`config.mk`:
```
export PLATFORM = sky130hd
export DESIGN_NAME = pc_gen
export DESIGN_NICKNAME = d
export VERILOG_FILES = /design/src/rtl/pc_gen.sv
export SDC_FILE = /design/constraint.sdc
export NUM_CORES = 1
export LEC_CHECK = 0
export BUFFER_PORTS_ARGS = -buffer_cell sky130_fd_sc_hd__buf_2
export CORE_UTILIZATION = 59
export DETAILED_ROUTE_END_ITERATION = 7
export PLACE_DENSITY = 0.89
export SLEW_MARGIN = 10
export SYNTH_ARGS = -nofsm -noshare
export SYNTH_HDL_FRONTEND = slang
export SYNTH_SLANG_ARGS = --single-unit
```
`constraint.sdc`:
```
create_clock -name clk -period 5.95 [get_ports clk]
set_input_delay 0.2975 -clock clk [delete_from_list [all_inputs] [get_ports clk]]
set_output_delay 0.2975 -clock clk [all_outputs]
set_load 0.01 [all_outputs]
```
`src/rtl/pc_gen.sv`:
```
// Program-counter generator for the FRiscV fetch path: registered PC with
// stall, PC-relative branch, JALR, direct/vectored trap redirection and a retire counter.
module pc_gen #(
    parameter int PC_WIDTH     = 32,
    parameter int RESET_VECTOR = 0,
    parameter int ALIGN_BYTES  = 4,
    parameter int CNT_WIDTH    = 64
) (
    input  logic                 clk,
    input  logic                 rst,
    input  logic                 stall_in,
    input  logic                 branch_in,
    input  logic                 jump_reg_in,
    input  logic [PC_WIDTH-1:0]  imm_in,
    input  logic [PC_WIDTH-1:0]  rs1_in,
    input  logic                 trap_in,
    input  logic                 trap_int_in,
    input  logic [4:0]           trap_cause_in,
    input  logic [PC_WIDTH-1:0]  trap_vec_in,
    output logic [PC_WIDTH-1:0]  pc_out,
    output logic [PC_WIDTH-1:0]  pc_next_out,
    output logic                 misalign_out,
    output logic [PC_WIDTH-1:0]  bad_addr_out,
    output logic [CNT_WIDTH-1:0] instret_out
);

    localparam logic [PC_WIDTH-1:0] ALIGN_MASK = PC_WIDTH'(ALIGN_BYTES - 1);
    localparam logic [PC_WIDTH-1:0] ALIGN_STEP = PC_WIDTH'(ALIGN_BYTES);
    localparam logic [PC_WIDTH-1:0] RESET_PC   = PC_WIDTH'(RESET_VECTOR);

    typedef enum logic [2:0] {
        SEL_TRAP,
        SEL_STALL,
        SEL_JALR,
        SEL_BRANCH,
        SEL_SEQ
    } pc_sel_e;

    function automatic logic is_misaligned(input logic [PC_WIDTH-1:0] addr);
        return (addr & ALIGN_MASK) != {PC_WIDTH{1'b0}};
    endfunction

    logic [PC_WIDTH-1:0]  pc_r;
    logic                 misalign_r;
    logic [PC_WIDTH-1:0]  bad_addr_r;
    logic [CNT_WIDTH-1:0] instret_r;

    logic [PC_WIDTH-1:0]  seq_target_s;
    logic [PC_WIDTH-1:0]  branch_target_s;
    logic [PC_WIDTH-1:0]  jalr_sum_s;
    logic [PC_WIDTH-1:0]  jalr_target_s;
    logic [PC_WIDTH-1:0]  trap_base_s;
    logic [PC_WIDTH-1:0]  trap_target_s;
    logic [PC_WIDTH-1:0]  redirect_target_s;
    logic [PC_WIDTH-1:0]  pc_next_s;
    logic [PC_WIDTH-1:0]  bad_addr_next_s;
    logic                 misalign_next_s;
    logic                 retire_s;
    pc_sel_e              pc_sel_s;

    assign seq_target_s    = pc_r + ALIGN_STEP;
    assign branch_target_s = pc_r + imm_in;
    assign jalr_sum_s      = rs1_in + imm_in;
    assign jalr_target_s   = {jalr_sum_s[PC_WIDTH-1:1], 1'b0};
    assign trap_base_s     = {trap_vec_in[PC_WIDTH-1:2], 2'b00};

    // Trap target: only mode 1 with an interrupt uses the cause-indexed vector table
    always_comb begin
        trap_target_s = trap_base_s;
        case (trap_vec_in[1:0])
            2'b01: begin
                if (trap_int_in) begin
                    trap_target_s = trap_base_s + PC_WIDTH'({trap_cause_in, 2'b00});
                end else begin
                    trap_target_s = trap_base_s;
                end
            end
            default: trap_target_s = trap_base_s;
        endcase
    end

    // Next-PC source selection, trap highest and sequential lowest
    always_comb begin
        pc_sel_s = SEL_SEQ;
        if (trap_in) begin
            pc_sel_s = SEL_TRAP;
        end else if (stall_in) begin
            pc_sel_s = SEL_STALL;
        end else if (jump_reg_in) begin
            pc_sel_s = SEL_JALR;
        end else if (branch_in) begin
            pc_sel_s = SEL_BRANCH;
        end else begin
            pc_sel_s = SEL_SEQ;
        end
    end

    // Next-state values for PC, misalign capture and retire strobe
    always_comb begin
        pc_next_s         = pc_r;
        misalign_next_s   = 1'b0;
        bad_addr_next_s   = bad_addr_r;
        retire_s          = 1'b0;
        redirect_target_s = branch_target_s;
        case (pc_sel_s)
            SEL_TRAP: begin
                pc_next_s = trap_target_s;
            end
            SEL_STALL: begin
                pc_next_s = pc_r;
            end
            SEL_JALR, SEL_BRANCH: begin
                if (pc_sel_s == SEL_JALR) begin
                    redirect_target_s = jalr_target_s;
                end else begin
                    redirect_target_s = branch_target_s;
                end
                // A misaligned redirect holds the PC and records the bad address for the trap handler
                if (is_misaligned(redirect_target_s)) begin
                    pc_next_s       = pc_r;
                    misalign_next_s = 1'b1;
                    bad_addr_next_s = redirect_target_s;
                end else begin
                    pc_next_s = redirect_target_s;
                    retire_s  = 1'b1;
                end
            end
            SEL_SEQ: begin
                pc_next_s = seq_target_s;
                retire_s  = 1'b1;
            end
            default: begin
                pc_next_s = pc_r;
            end
        endcase
    end

    // PC, misalign pulse and bad-address registers
    always_ff @(posedge clk or posedge rst) begin
        if (rst) begin
            pc_r       <= RESET_PC;
            misalign_r <= 1'b0;
            bad_addr_r <= {PC_WIDTH{1'b0}};
        end else begin
            pc_r       <= pc_next_s;
            misalign_r <= misalign_next_s;
            bad_addr_r <= bad_addr_next_s;
        end
    end

    // Retired-instruction counter, wraps silently
    always_ff @(posedge clk or posedge rst) begin
        if (rst) begin
            instret_r <= {CNT_WIDTH{1'b0}};
        end else if (retire_s) begin
            instret_r <= instret_r + CNT_WIDTH'(1);
        end else begin
            instret_r <= instret_r;
        end
    end

    assign pc_out       = pc_r;
    assign pc_next_out  = pc_next_s;
    assign misalign_out = misalign_r;
    assign bad_addr_out = bad_addr_r;
    assign instret_out  = instret_r;

endmodule
```
==> run metrics <==
outcome=complete, but fails checks; violated checks=negative hold slack; Worst Hold Class=in -> async; Synthesized Nets=approximately 1.5k; total track usage=~38%; Crit Path Max Fanout=5; largest net degree at the start of global routing=74; Net Switching=1320 uW; Worst EP arrival=just over 4 ns; switching fraction of total power=between 30% and 40%; Final WS setup=1.62 ns; CP Class=reg -> out; via count=11.4k; PortBufs=268; Hold Vio Cnt, Final=37; fin crit share=72.8%; setup_tns=0 ns; deepest clock path buffer count=2; register area share after synthesis=30.3%; die height=approximately 140 um; post-synth cell types=91; share of cells above drive strength 1=22.6%; multi-input logic area=around 7100 sq um; Clock Latency Late Sink=between 0.4 and 0.5 ns; hold_buf cts=0; Core Region=17500 sq um; Top Ports=269; fmax=around 230 MHz; total gr overflow=0; max cap viols=0; DR WL/cell=19.7 um; Std-Cell Rows=48; clock network power share=30.5%; number of DRC markers in iteration 0=approximately 1.2k; RSZ-0062 raised after global routing=false; CTS H-tree depth=4; via density per instance=approximately 6.4; Die W=about 140 um; Comb pwr share=approximately 36%; Pleak=around 0.0062 uW; antenna viol nets, final=0; most common cell after layout, fill and taps aside=buf_2; Slew Limit Fails=0; Starting Density=~61%; CTS resizes=0; CTS Buf Count=17; most frequent cells in the layout=buf_2 (268), nand2_1 (175), dfrtp_1 (129), o21ai_0 (107), nor2_1 (104); first-pass GRT wire length=53.7 mm; YS warnings=0; FF+latch area=around 3200 sq um; CTS tree=built; P_int=roughly 2100 uW; Clock Sink Count=roughly 130; Worst Clk Skew=approximately 0.0097 ns; # setup viols final=0; number of synthesized flops with an enable pin=0; setup bufs post-CTS=0; DRC errors left=0; hold_ws=-0.0213 ns; Post-Syn Area=10600 sq um; Async SR Flop Fraction=between 90% and 100%; worst path required time=roughly 5.7 ns; Seq pwr share=~34%; post-place setup slack=1.95 ns; Mean Syn Cell Area=about 8 sq um; Reg clk slew, reported paths=roughly 0.06 ns; final WL=35.1 mm; worst-margin pin slew=between 0.9 and 1 ns; number of antenna violations at the first check in global routing=1; cells after synthesis=about 1.3k; Layout area overhead=20.0%; min cycle time layout=approximately 4.3 ns; vias in the first global route=between 10k and 15k; FF+latch count, synth=approximately 130; first-pass iteration count of the detailed router=6; filler instances=about 1.3k; power density over the cells=~270 nW/um^2; Worst VDD drop=approximately 0.25 mV; Rel. slew slack=a little over a third; RD Place Congestion=roughly 1; Startpoint Class=flop; Die ar.=roughly 19000 sq um; Root Buffer=clkbuf_16; Setup crit end kind=primary output; hpwl dp=around 27 mm; final net count=1724; ys flop type=dfrtp_1
==> state kept, by name, indices dropped and copies added, names as in the netlist <==
register      count
bad_addr_out     32
misalign_out      1
instret_out      64
pc_out           32
==> per-stage QoR <==
step | util [%] | total power [uW] | instance area, sq um | std cells | hold WS (ns)
final | 73.1 | 3460 | 12800 | 1786 | -0.0213
after global routing | 73.1 | 3620 | 12800 | 1784 | 0.0323
after CTS | 73.0 | 3430 | 12800 | 1783 | 0.00110
after detailed placement | 69.6 | 2380 | 12200 | 1751 | 0.447
after global placement | 69.6 | 2360 | 12200 | 1751 | 0.451
after floorplan | - | 1910 | 10600 | 1295 | 0.407
==> power groups by stage <==
stage | registers, uW | clock network, uW | logic (uW)
after global routing | 1170 | 1090 | 1360
after global placement | 1170 | 0 | 1190
final | 1160 | 1050 | 1240
after CTS | 1160 | 1050 | 1220
after floorplan | 1170 | 0 | 735
after detailed placement | 1170 | 0 | 1210
==> per-layer routing <==
layer | up-vias | share of wire [%] | global-route usage (%) | wire length, um
li1 | 5259 | - | - | -
met1 | 5269 | 39 | 47.0 | 13800
met2 | 689 | 45 | 59.8 | 16000
met3 | 139 | 9.6 | 9.55 | 3360
met4 | 0 | 5.8 | 20.9 | 2030
met5 | - | 0 | 0 | 0
==> worst max-delay path, stage by stage (launching register included) <==
cell       delay, ns
dfrtp_1         0.37
ha_1            0.22
inv_1           0.08
fa_1            0.37
and2b_1         0.25
o31a_2          0.19
o2111ai_2       0.18
a211oi_2        0.45
nor2_1          0.13
o41ai_1         0.44
xor2_1          0.28
mux2i_1         0.16
o21ai_0         0.30
buf_2           0.19
==> cell families after synthesis <==
group / after synthesis / share of synthesized area, %
flops: 129 / 30.3
simple gates: 513 / 23.8
compound gates: 356 / 21.8
mux: 15 / 1.56
xor+xnor: 133 / 10.9
buf+inv: 78 / 2.96
fa+ha+maj: 71 / 8.56
==> Yosys cell counts (all sizes together), types with 8 or more instances <==
library cell  count  area, sq um
a211oi           11         92.6
a21o             18          136
a21oi            82          418
a221oi            8         70.1
a22oi            10         75.1
a31oi            20          146
and3             34          219
and4             12          105
buf              17         86.3
clkbuf           28          105
dfrtp           129         3230
ha               68          851
inv              33          124
mux2i            12          133
nand2           178          681
nand2b           10         62.6
nand3            52          265
nand4            44          275
nor2            107          414
nor3             29          161
nor4              8         65.1
o211ai            9         67.6
o21a             11         82.6
o21ai           114          574
o21bai           12         90.1
o221ai           11         96.3
xnor2            87          762
xor2             46          403
==> path summary, 6_finish.rpt <==
path | slack [ns] | depth (start not counted) | startpoint | endpoint
max | 1.62 | 13 | pc_out[0]$_DFF_PP0_ | pc_next_out[30]
min | -0.02 | 2 | rst | instret_out[19]$_DFFE_PP0P_
max reg2reg | 1.80 | 12 | pc_out[0]$_DFF_PP0_ | instret_out[63]$_DFFE_PP0P_
min reg2reg | 0.47 | 2 | bad_addr_out[7]$_DFFE_PP0P_ | bad_addr_out[7]$_DFFE_PP0P_
max in group asynchronous | 4.58 | 3 | rst | pc_out[9]$_DFF_PP0_
min in group clk | 0.24 | 4 | imm_in[31] | pc_out[31]$_DFF_PP0_
==> cell type report <==
cell class              count  area share, %
clock inverters            11          0.999
diodes                      3         0.0588
multi-input cells        1088           55.8
flip-flops and latches    129           25.3
well taps                 225           2.20
repair buffers            276           11.0
clock buffers              21           3.68
inverters                  33          0.989
Note: power is estimated with default switching activity, not from simulation.
